$ cat src/rtl/d_cache_ctrl_pkg.sv
// Shared definitions for the direct-mapped write-through data cache.
package dcache_pkg;

  localparam int A_WIDTH_DEF    = 32;
  localparam int INDEX_BITS_DEF = 6;
  localparam int TAG_BITS_DEF   = A_WIDTH_DEF - INDEX_BITS_DEF - 2;

  typedef enum logic [1:0] {
    ST_IDLE = 2'd0,
    ST_RD   = 2'd1,
    ST_WR   = 2'd2
  } state_t;

endpackage

$ cat src/rtl/d_cache_ctrl_if.sv
// CPU-side and memory-side bus of the data cache; the cache uses the slave view.
interface d_cache_ctrl_if #(
  parameter int A_WIDTH = 32
);

  logic [A_WIDTH-1:0] p_a;
  logic [31:0]        p_din;
  logic               p_strobe;
  logic               p_rw;
  logic               uncached;
  logic [31:0]        p_dout;
  logic               p_ready;

  logic [A_WIDTH-1:0] m_a;
  logic [31:0]        m_dout;
  logic [31:0]        m_din;
  logic               m_strobe;
  logic               m_rw;
  logic               m_ready;

  logic [15:0]        hit_cnt;
  logic [15:0]        miss_cnt;

  modport slave (
    input  p_a, p_din, p_strobe, p_rw, uncached, m_din, m_ready,
    output p_dout, p_ready, m_a, m_dout, m_strobe, m_rw, hit_cnt, miss_cnt
  );

  modport master (
    output p_a, p_din, p_strobe, p_rw, uncached, m_din, m_ready,
    input  p_dout, p_ready, m_a, m_dout, m_strobe, m_rw, hit_cnt, miss_cnt
  );

endinterface

$ cat src/rtl/d_cache_ctrl_line_store.sv
// Valid/tag/data arrays of the cache: one combinational read port, one write port.
module dcache_line_store
  import dcache_pkg::*;
#(
  parameter int INDEX_BITS = INDEX_BITS_DEF,
  parameter int TAG_BITS   = TAG_BITS_DEF
) (
  input  logic                  clk,
  input  logic                  clrn,
  input  logic [INDEX_BITS-1:0] i_rdIndex,
  output logic                  o_valid,
  output logic [TAG_BITS-1:0]   o_tag,
  output logic [31:0]           o_data,
  input  logic                  i_we,
  input  logic [INDEX_BITS-1:0] i_wrIndex,
  input  logic [TAG_BITS-1:0]   i_wrTag,
  input  logic [31:0]           i_wrData
);

  localparam int LINES = 1 << INDEX_BITS;

  logic [LINES-1:0]    r_valid;
  logic [TAG_BITS-1:0] r_tag  [LINES];
  logic [31:0]         r_data [LINES];

  // Only the valid bits need a reset; stale tag/data are harmless behind them.
  always_ff @(posedge clk or negedge clrn) begin
    if (!clrn) begin
      r_valid <= '0;
    end else if (i_we) begin
      r_valid[i_wrIndex] <= 1'b1;
    end
  end

  always_ff @(posedge clk) begin
    if (i_we) begin
      r_tag[i_wrIndex]  <= i_wrTag;
      r_data[i_wrIndex] <= i_wrData;
    end
  end

  assign o_valid = r_valid[i_rdIndex];
  assign o_tag   = r_tag[i_rdIndex];
  assign o_data  = r_data[i_rdIndex];

endmodule

$ cat src/rtl/d_cache_ctrl.sv
// Direct-mapped, write-through, no-write-allocate data cache controller with hit/miss counters.
module d_cache_ctrl
  import dcache_pkg::*;
#(
  parameter int A_WIDTH    = A_WIDTH_DEF,
  parameter int INDEX_BITS = INDEX_BITS_DEF
) (
  input logic            clk,
  input logic            clrn,
  d_cache_ctrl_if.slave  bus
);

  localparam int TAG_BITS = A_WIDTH - INDEX_BITS - 2;

  state_t r_state;
  state_t w_next;

  logic [A_WIDTH-1:0]    r_addr;
  logic [31:0]           r_data;
  logic                  r_uncached;
  logic [15:0]           r_hitCnt;
  logic [15:0]           r_missCnt;

  logic                  w_idle;
  logic [INDEX_BITS-1:0] w_index;
  logic [TAG_BITS-1:0]   w_reqTag;
  logic                  w_reqUncached;
  logic                  w_lineValid;
  logic [TAG_BITS-1:0]   w_lineTag;
  logic [31:0]           w_lineData;
  logic                  w_hit;
  logic                  w_we;
  logic [31:0]           w_wrData;
  logic                  w_latch;
  logic                  w_cntHit;
  logic                  w_cntMiss;
  logic                  w_pReady;
  logic [31:0]           w_pDout;

  // In IDLE the lookup follows the live CPU address; during a transaction it follows the latched one.
  assign w_idle        = (r_state == ST_IDLE);
  assign w_index       = w_idle ? bus.p_a[INDEX_BITS+1:2]      : r_addr[INDEX_BITS+1:2];
  assign w_reqTag      = w_idle ? bus.p_a[A_WIDTH-1:INDEX_BITS+2] : r_addr[A_WIDTH-1:INDEX_BITS+2];
  assign w_reqUncached = w_idle ? bus.uncached : r_uncached;
  assign w_hit         = w_lineValid & (w_lineTag == w_reqTag) & ~w_reqUncached;

  dcache_line_store #(
    .INDEX_BITS (INDEX_BITS),
    .TAG_BITS   (TAG_BITS)
  ) u_lineStore (
    .clk       (clk),
    .clrn      (clrn),
    .i_rdIndex (w_index),
    .o_valid   (w_lineValid),
    .o_tag     (w_lineTag),
    .o_data    (w_lineData),
    .i_we      (w_we),
    .i_wrIndex (w_index),
    .i_wrTag   (w_reqTag),
    .i_wrData  (w_wrData)
  );

  always_ff @(posedge clk or negedge clrn) begin
    if (!clrn) begin
      r_state <= ST_IDLE;
    end else begin
      r_state <= w_next;
    end
  end

  always_comb begin
    w_next    = r_state;
    w_latch   = 1'b0;
    w_cntHit  = 1'b0;
    w_cntMiss = 1'b0;
    w_we      = 1'b0;
    w_wrData  = r_data;
    w_pReady  = 1'b0;
    w_pDout   = '0;
    case (r_state)
      ST_IDLE: begin
        if (bus.p_strobe) begin
          if (bus.p_rw) begin
            w_latch = 1'b1;
            w_next  = ST_WR;
          end else if (w_hit) begin
            w_pReady = 1'b1;
            w_pDout  = w_lineData;
            w_cntHit = 1'b1;
          end else begin
            w_latch   = 1'b1;
            w_cntMiss = ~bus.uncached;
            w_next    = ST_RD;
          end
        end
      end
      ST_RD: begin
        if (bus.m_ready) begin
          w_pReady = 1'b1;
          w_pDout  = bus.m_din;
          w_we     = ~r_uncached;
          w_wrData = bus.m_din;
          w_next   = ST_IDLE;
        end
      end
      ST_WR: begin
        // Write-through on a hit only; a write miss never allocates.
        if (bus.m_ready) begin
          w_pReady = 1'b1;
          w_we     = w_hit;
          w_wrData = r_data;
          w_next   = ST_IDLE;
        end
      end
      default: begin
        w_next = ST_IDLE;
      end
    endcase
  end

  always_ff @(posedge clk or negedge clrn) begin
    if (!clrn) begin
      r_addr     <= '0;
      r_data     <= '0;
      r_uncached <= 1'b0;
    end else if (w_latch) begin
      r_addr     <= bus.p_a;
      r_data     <= bus.p_din;
      r_uncached <= bus.uncached;
    end
  end

  always_ff @(posedge clk or negedge clrn) begin
    if (!clrn) begin
      r_hitCnt  <= '0;
      r_missCnt <= '0;
    end else begin
      if (w_cntHit && (r_hitCnt != 16'hFFFF)) begin
        r_hitCnt <= r_hitCnt + 16'd1;
      end
      if (w_cntMiss && (r_missCnt != 16'hFFFF)) begin
        r_missCnt <= r_missCnt + 16'd1;
      end
    end
  end

  // Memory strobe comes straight from the state so it drops the cycle after m_ready.
  assign bus.m_strobe = ~w_idle;
  assign bus.m_rw     = (r_state == ST_WR);
  assign bus.m_a      = r_addr;
  assign bus.m_dout   = r_data;
  assign bus.p_ready  = w_pReady;
  assign bus.p_dout   = w_pDout;
  assign bus.hit_cnt  = r_hitCnt;
  assign bus.miss_cnt = r_missCnt;

endmodule

$ cat src/flat_wrapper.sv
// flat-port wrapper written by rule: the top's interface ports become plain ports
module d_cache_ctrl_flat import dcache_pkg::*;
#(
  parameter int A_WIDTH    = A_WIDTH_DEF,
  parameter int INDEX_BITS = INDEX_BITS_DEF
)
  (clk, clrn, bus_p_a, bus_p_din, bus_p_strobe, bus_p_rw, bus_uncached, bus_m_din, bus_m_ready, bus_p_dout, bus_p_ready, bus_m_a, bus_m_dout, bus_m_strobe, bus_m_rw, bus_hit_cnt, bus_miss_cnt);
  d_cache_ctrl_if #(.A_WIDTH(A_WIDTH)) bus_i ();
  input logic clk;
  input logic clrn;
  input wire logic [$bits(bus_i.p_a)-1:0] bus_p_a;
  input wire logic [$bits(bus_i.p_din)-1:0] bus_p_din;
  input wire logic [$bits(bus_i.p_strobe)-1:0] bus_p_strobe;
  input wire logic [$bits(bus_i.p_rw)-1:0] bus_p_rw;
  input wire logic [$bits(bus_i.uncached)-1:0] bus_uncached;
  input wire logic [$bits(bus_i.m_din)-1:0] bus_m_din;
  input wire logic [$bits(bus_i.m_ready)-1:0] bus_m_ready;
  output wire logic [$bits(bus_i.p_dout)-1:0] bus_p_dout;
  output wire logic [$bits(bus_i.p_ready)-1:0] bus_p_ready;
  output wire logic [$bits(bus_i.m_a)-1:0] bus_m_a;
  output wire logic [$bits(bus_i.m_dout)-1:0] bus_m_dout;
  output wire logic [$bits(bus_i.m_strobe)-1:0] bus_m_strobe;
  output wire logic [$bits(bus_i.m_rw)-1:0] bus_m_rw;
  output wire logic [$bits(bus_i.hit_cnt)-1:0] bus_hit_cnt;
  output wire logic [$bits(bus_i.miss_cnt)-1:0] bus_miss_cnt;
  assign bus_i.p_a = bus_p_a;
  assign bus_i.p_din = bus_p_din;
  assign bus_i.p_strobe = bus_p_strobe;
  assign bus_i.p_rw = bus_p_rw;
  assign bus_i.uncached = bus_uncached;
  assign bus_i.m_din = bus_m_din;
  assign bus_i.m_ready = bus_m_ready;
  assign bus_p_dout = bus_i.p_dout;
  assign bus_p_ready = bus_i.p_ready;
  assign bus_m_a = bus_i.m_a;
  assign bus_m_dout = bus_i.m_dout;
  assign bus_m_strobe = bus_i.m_strobe;
  assign bus_m_rw = bus_i.m_rw;
  assign bus_hit_cnt = bus_i.hit_cnt;
  assign bus_miss_cnt = bus_i.miss_cnt;
  d_cache_ctrl #(.A_WIDTH(A_WIDTH), .INDEX_BITS(INDEX_BITS)) u_core (.clk(clk), .clrn(clrn), .bus(bus_i));
endmodule
$ cat config.mk
export PLATFORM = sky130hd
export DESIGN_NAME = d_cache_ctrl_flat
export DESIGN_NICKNAME = d
export VERILOG_FILES = /design/src/rtl/d_cache_ctrl_pkg.sv /design/src/rtl/d_cache_ctrl_if.sv /design/src/rtl/d_cache_ctrl_line_store.sv /design/src/rtl/d_cache_ctrl.sv /design/src/flat_wrapper.sv
export SDC_FILE = /design/constraint.sdc
export NUM_CORES = 2
export LEC_CHECK = 0
export ABC_AREA = 1
export BUFFER_PORTS_ARGS = -buffer_cell sky130_fd_sc_hd__buf_2
export CAP_MARGIN = 20
export CELL_PAD_IN_SITES_DETAIL_PLACEMENT = 1
export CELL_PAD_IN_SITES_GLOBAL_PLACEMENT = 1
export CORE_MARGIN = 4
export CORE_UTILIZATION = 51
export CTS_CLUSTER_DIAMETER = 50
export DETAILED_ROUTE_END_ITERATION = 12
export PLACE_DENSITY_LB_ADDON = 0.1
export SKIP_LAST_GASP = 1
export SLEW_MARGIN = 20
export SYNTH_ARGS = -nofsm -noshare
export SYNTH_HDL_FRONTEND = slang
export SYNTH_HIERARCHICAL = 1
export SYNTH_SLANG_ARGS = --single-unit
$ cat constraint.sdc
create_clock -name clk -period 8.67 [get_ports clk]
set_clock_uncertainty 0.1 [all_clocks]
set_input_delay 0.867 -clock clk [delete_from_list [all_inputs] [get_ports clk]]
set_output_delay 0.867 -clock clk [all_outputs]
set_load 0.005 [all_outputs]
==> Word-level counts from Yosys, hierarchy flattened <==
Memories as Yosys holds them, arrays and structs flattened.
Index checks and enable logic that the tools add are counted.
{ "classes": {"n_reduce_logical": 6, "bitwise": 7, "magnitude_cmp": 2, "n_eq_ne": 8, "n_addsub": 2, "muxes": 38} }
{ "ops": {"columns": ["cell", "count"], "rows": [
  ["$mux 32", 6],
  ["$or 64x64->64", 1],
  ["$pmux 32 s2", 1],
  ["$add 16x1->16 const B", 2],
  ["$ne 16x16->1 const B", 2],
  ["$eq 24x24->1", 1],
  ["$mux 24", 1],
  ["$mux 1", 20],
  ["$mux 2", 4],
  ["$lt 6x7->1 const B", 1],
  ["$bmux 1 s6", 1],
  ["$demux 1 s6", 1],
  ["$ge 6x1->1 const B", 1],
  ["$mux 6", 1],
  ["$not 1->1", 4],
  ["$pmux 1 s2", 2],
  ["$pmux 2 s2", 1],
  ["$logic_and 1x1->1", 3],
  ["$ne 3x3->1 const B", 1],
  ["$reduce_and 3->1", 1],
  ["$and 1x1->1", 2],
  ["$eq 2x1->1 const B", 1],
  ["$eq 2x2->1 const B", 1],
  ["$logic_not 2->1", 1],
  ["3 further kinds", 3]
]} }
{ "word_totals": {"output_inout_bits": 131, "regBits": 163, "ramBits": 3584, "memories": 2, "inputBits": 102, "word_cells": 72} }
{ "mem_list": {"columns": ["memory", "words", "word_bits", "read_ports", "rd_ports_with_merged_regs", "write_ports", "line_no", "text"], "rows": [
  ["u_core.u_lineStore.r_data", 64, 32, 1, 0, 1, "d_cache_ctrl_line_store.sv:24", "logic [31:0] r_data [LINES];"],
  ["u_core.u_lineStore.r_tag", 64, 24, 1, 0, 1, "d_cache_ctrl_line_store.sv:23", "logic [TAG_BITS-1:0] r_tag [LINES];"]
]} }

==> Logic depth before layout (Yosys ltp) <==
{ "depth": {"ltp_word": 11, "mapped_depth": 36, "ltp_nobuf": 29} }

==> Modules after synthesis <==
The synthesis kept the hierarchy.
{ "by_module_without_submodules": {"columns": ["module", "seq_area_each_um2", "area_each_um2", "cells_each", "n_inst"], "rows": [
  ["dcache_line_store", 109224.8, 146108.9, 12003, 1],
  ["d_cache_ctrl", 2477.4, 6231.0, 962, 1]
]} }

==> Worst setup path after synthesis <==
OpenSTA, ideal clock, no wires.
{ "synth_timing": {"kind": "reg2reg", "startpoint": "register u_core.r_state[0]", "endpoint": "memory u_core.u_lineStore.r_data[0][0] (enable)", "arrival_time_ps": 6312, "required_ps": 8099, "path_stages_with_launch": 31, "path_slack_ps": 1787, "setup_time_ps": 471, "cell_sequence": "dfrtp_1 > inv_1 > ha_1 > buf_6 > inv_4 > buf_4 > clkbuf_1 > o21ai_0 > buf_2 > clkbuf_1 > buf_1 > nand3_1 > nand2_1 > nand2_1 > nand3_1 > nand3_1 > nand2_1 > nand2_1 > nor2_1 > nand2_1 > inv_1 > nand2_1 > nor2_1 > nand2_1 > nor2_1 > nand2_1 > a211oi_1 > inv_1 > nor2_1 > nand2_1 > nor2_1"} }
{ "synth_between": {"elab_chain_cells": 10, "elab_cells_between_ends": 17, "classes_between": "eq/ne (3); mux (9); bitwise (3); reduce/logical (1); memory (1)"} }
{ "synth_lines": {"columns": ["element", "line_no", "text"], "rows": [
  ["start, declared", "d_cache_ctrl.sv:15", "state_t r_state;"],
  ["start signal, assigned", "d_cache_ctrl.sv:67", "r_state <= w_next;"],
  ["$logic_not 2->1", "d_cache_ctrl.sv:41", "assign w_idle = (r_state == ST_IDLE);"],
  ["$mux 6", "d_cache_ctrl.sv:42", "assign w_index = w_idle ? bus.p_a[INDEX_BITS+1:2] : r_addr[INDEX_BITS+1:2];"],
  ["net u_core.w_index[2]", "d_cache_ctrl.sv:25", "logic [INDEX_BITS-1:0] w_index;"],
  ["$bmux 1 s6", "d_cache_ctrl_line_store.sv:42", "assign o_valid = r_valid[i_rdIndex];"],
  ["$mux 1 (implied by the code)", "d_cache_ctrl_line_store.sv:42", null],
  ["net u_core.w_lineValid", "d_cache_ctrl.sv:28", "logic w_lineValid;"],
  ["$and 1x1->1 (2 in a row)", "d_cache_ctrl.sv:45", "assign w_hit = w_lineValid & (w_lineTag == w_reqTag) & ~w_reqUncached;"],
  ["$mux 1", "d_cache_ctrl.sv:108", "if (bus.m_ready) begin"],
  ["$pmux 1 s2", "d_cache_ctrl.sv:80", "case (r_state)"],
  ["net u_core.w_we", "d_cache_ctrl.sv:32", "logic w_we;"],
  ["$mux 1", "d_cache_ctrl_line_store.sv:36", "if (i_we) begin"],
  ["$mux 1 (implied by the code)", "d_cache_ctrl_line_store.sv:38", "r_data[i_wrIndex] <= i_wrData;"],
  ["end, declared", "d_cache_ctrl_line_store.sv:24", null]
]} }
The timed path passes the listed nets, and every way through them passes these cells. The select of a mux whose other input is x is not followed.

==> Final worst setup path <==
{ "layout_timing": {"startpoint": "register u_core.r_state[0]", "endpoint": "memory u_core/u_lineStore/r_tag[47][9] (netlist name) (enable)"} }
{ "layout_between": {"elab_chain_cells": 10, "elab_cells_between_ends": 17, "classes_between": "eq/ne (3); mux (9); bitwise (3); reduce/logical (1); memory (1)"} }
{ "layout_lines": {"columns": ["element", "line_no", "text"], "rows": [
  ["$logic_not 2->1", "d_cache_ctrl.sv:41", null],
  ["$mux 6", "d_cache_ctrl.sv:42", null],
  ["net u_core.w_index[0]", "d_cache_ctrl.sv:25", null],
  ["$mem_v2 64x24", null, null],
  ["net u_core.w_lineTag[11]", "d_cache_ctrl.sv:29", "logic [TAG_BITS-1:0] w_lineTag;"],
  ["$eq 24x24->1", "d_cache_ctrl.sv:45", null],
  ["$and 1x1->1 (2 in a row)", "d_cache_ctrl.sv:45", null],
  ["$mux 1", "d_cache_ctrl.sv:108", null],
  ["$pmux 1 s2", "d_cache_ctrl.sv:80", null],
  ["net u_core.w_we", "d_cache_ctrl.sv:32", null],
  ["$mux 1", "d_cache_ctrl_line_store.sv:36", null],
  ["$mux 1 (implied by the code)", "d_cache_ctrl_line_store.sv:37", "r_tag[i_wrIndex] <= i_wrTag;"],
  ["end, declared", "d_cache_ctrl_line_store.sv:23", null]
]} }
The timed path passes the listed nets, and every way through them passes these cells. The select of a mux whose other input is x is not followed.

==> run summary <==
Final Hold Viols -> 0
Post-synth EDFFs -> 3,584
Max Transition Viols Final -> 0
Crit. End Element -> register
Met2 Routed Length -> 253,000 um
XOR/XNOR share of the synthesized area -> 0.00109
Data arrival, critical path -> 9030 ps
Gpl congestion -> 0.894
Maximum clock path buffer count -> 4
Crit path to -> u_core/u_lineStore/r_tag[47][9]
Worst hold path class -> in2reg
Post-synth top flop -> edfxtp_1
Worst-skew pair later-pin latency -> 990 ps
Number of nets in the layout -> 13,200
Core Util, Final -> 0.582
Largest family of logic cells by synthesized area -> simple AND/OR/NAND/NOR gates
Period minus WS final -> 8470 ps
Multi-input gate area -> 36,700 um^2
First DRT Iteration DRCs -> 13,700
Post-synthesis area per instance -> 11.8 um^2
Clk slew on worst S/H paths -> 60 ps
Reg2reg end -> u_core/u_lineStore/r_tag[47][9]
Yosys top cell area share -> 0.706
Detail Route met3 WL -> 49,400 um
Storage cell area -> 112,000 um^2
Worst path required time -> 9230 ps
Most frequent cell after synthesis -> nand2_1
R2R setup slack -> 200 ps
Worst reg-to-reg path cell count -> 30
Crit-path max FO -> 173
Max rail drop VDD -> 0.377 mV
Drt first pass iters -> 6
Synth Area in Compound Gates -> 0.00228
Mux contribution to synthesized area -> 0
Die Span X -> 555 um
Largest net degree at the start of global routing -> 213
Final ANT Viol Nets -> 0
Initial core utilization -> 0.513
Die Area -> 308,000 um^2
Layout cell share with drive strength beyond 1 -> 0.101
Met1 WL -> 205,000 um
Post-CTS setup buffer count -> 0
Pleak -> 63.3 nW
Crit path from -> u_core/r_state[0]
Tightest Pin Transition -> 1340 ps
Total Wirelength -> 539,000 um
Crit Path Class -> reg2reg
Slowest cell on the critical path -> nor2_4
Period utilization -> 0.977
Fmax -> 118 MHz
Detailed placement HPWL -> 294,000 um
Area grow syn2layout -> 13.5%
Syn. warnings -> 6
Site Rows -> 200
Sequential-to-total area share from yosys stat -> 0.733
Cts bufs inserted -> 429
Setup tns final -> 0 ps
Gr ovfl total -> 0
Post-route setup slack -> 198 ps
Dpl ws -> 673 ps
Status -> finished clean
Post-Syn Nets -> 13,100
Vias -> 109,000
Post-Synth Adder-Cell Area -> 0.000493
Max-cap violation count -> 0
Slew margin rel. -> 0.107
Largest cells by area after synthesis -> edfxtp_1 71%, nand3_1 11%, nand2_1 11%
Initial antenna violation count -> 31
H-tree depth -> 5
CTS Sinks -> 3,747
Max Used Layer -> met5
Vias in the first global route -> 112,000
CTS tree -> yes
Synth top cells by count -> 4,540 x nand2_1, 3,584 x edfxtp_1, 3,435 x nand3_1
GRT Util Overall -> 0.345
Num ports -> 233
CP most frequent cell -> nand2_1
Post-Syn Instances -> 13,000
Mapped Area -> 152,000 um^2
# DRC -> 0
Number of library cell types mapped by synthesis -> 36
Dpl cell area -> 158,000 um^2
First-pass GRT wire length -> 779,000 um
Crit path launch type -> register
Yosys reg bits -> 3,747
Total core area -> 297,000 um^2
Endpoints failing setup -> 0
RR Startpoint -> u_core/r_state[0]
Final instance area -> 173,000 um^2
Fillers -> 29,800
PortBufs -> 232
Root Buffer Master -> clkbuf_16
Avg WL per Cell -> 31.0 um
Via/cell ratio -> 6.26
Synth Area in Simple Gates -> 0.232
Asr flop ratio synth -> 0.0435
RSZ-0062 raised after global routing -> false
Worst stage delay on the critical path -> 910 ps
P per Cell Area -> 400 nW/um^2
Cell taking the most area after synthesis -> edfxtp_1
Die H -> 555 um
## registers in the layout (all words and copies together) (netlist names)
signal                      cells
u_core/bus.hit_cnt             16
u_core/bus.m_a                 32
u_core/bus.m_dout              32
u_core/bus.miss_cnt            16
u_core/r_state                  2
u_core/r_uncached               1
u_core/u_lineStore/r_data    2048
u_core/u_lineStore/r_tag     1536
u_core/u_lineStore/r_valid     64
## routing by layer
layer | track usage | up-vias
met5 | 0 | -
met4 | 0.175 | 26
met3 | 0.0641 | 1226
met2 | 0.552 | 5650
met1 | 0.455 | 56100
li1 | - | 46000
## cell type report
type                    instances  area share
flip-flops and latches       3747       0.646
inverters                     116     0.00282
clock buffers                 514      0.0652
multi-input cells            8272       0.212
repair buffers                543      0.0267
clock inverters               278      0.0185
well taps                    3939      0.0285
diodes                          8    0.000116
## critical path: cells and delay by family, from the launching register on
family	cells	cell delay [ps]
adders and majority gates	1	250
AOI/OAI and AO/OA	2	1040
and+or+nand+nor	19	3620
buffers and inverters	8	2200
DFF	1	410
## logic make-up (layout without fill, tap and decap cells)
kind of cell	after synthesis	in the layout
AND/OR/NAND/NOR	8182	8182
flip-flops	3747	3747
buffers and inverters	946	1451
AO/OA/AOI/OAI	65	65
XOR/XNOR	19	19
adder cells (fa/ha/maj)	6	6
other	0	8
## how the worst min path moves through the flow
stage / startpoint / endpoint / slack (ps) / cells after the start
6_report: bus_p_din[9] / u_core/bus.m_dout[9] / 40 / 3
5_1_grt: bus_p_din[9] / u_core/bus.m_dout[9] / 20 / 3
4_1_cts: bus_p_din[9] / u_core/bus.m_dout[9] / 3 / 3
3_5_place_dp: u_core/u_lineStore/r_valid[29] / u_core/u_lineStore/r_valid[29] / 350 / 1
3_3_place_gp: u_core/u_lineStore/r_valid[1] / u_core/u_lineStore/r_valid[1] / 350 / 1
2_1_floorplan: u_core/u_lineStore/r_valid[0] / u_core/u_lineStore/r_valid[0] / 340 / 1
## layout by cell type, fill, tap and decap left out, drive strengths merged
cell type	n
a21oi	1
and3	1
nand4	10
o211ai	1
nand2	4544
nor2	105
a211oi	1
dfrtp	163
clkinv	158
clkbuf	515
xor2	13
nand3	3436
inv	143
buf	511
o21bai	3
nor3	13
edfxtp	3584
or2	64
diode	8
nor4	4
ha	6
o21ai	56
o22ai	3
bufinv	56
xnor2	6
nand3b	5
dlygate4sd3	31
clkinvlp	37
## what timing repair did
action / CTS / global route
hold endpoints to repair: 87 / 0
setup endpoints to repair: 0 / 32
gates resized for setup: 0 / 2
hold buffers: 31 / 0
## through the flow
stage	total power [mW]	hold slack (ps)	std cells
after floorplan	39.3	340	13000
after global placement	49.4	351	16600
after detailed placement	50.1	355	16600
after CTS	68.8	2.87	17400
after global routing	71.8	19.8	17400
final	69.1	36.3	17400
## power by group
group / internal (mW) / total (mW) / switching (mW)
registers: 23.3 / 23.6 / 0.308
logic: 5.79 / 26.9 / 21.1
clock network: 11.0 / 18.6 / 7.58
total: 40.1 / 69.1 / 29.0
Power figures use the tool's default switching activity.
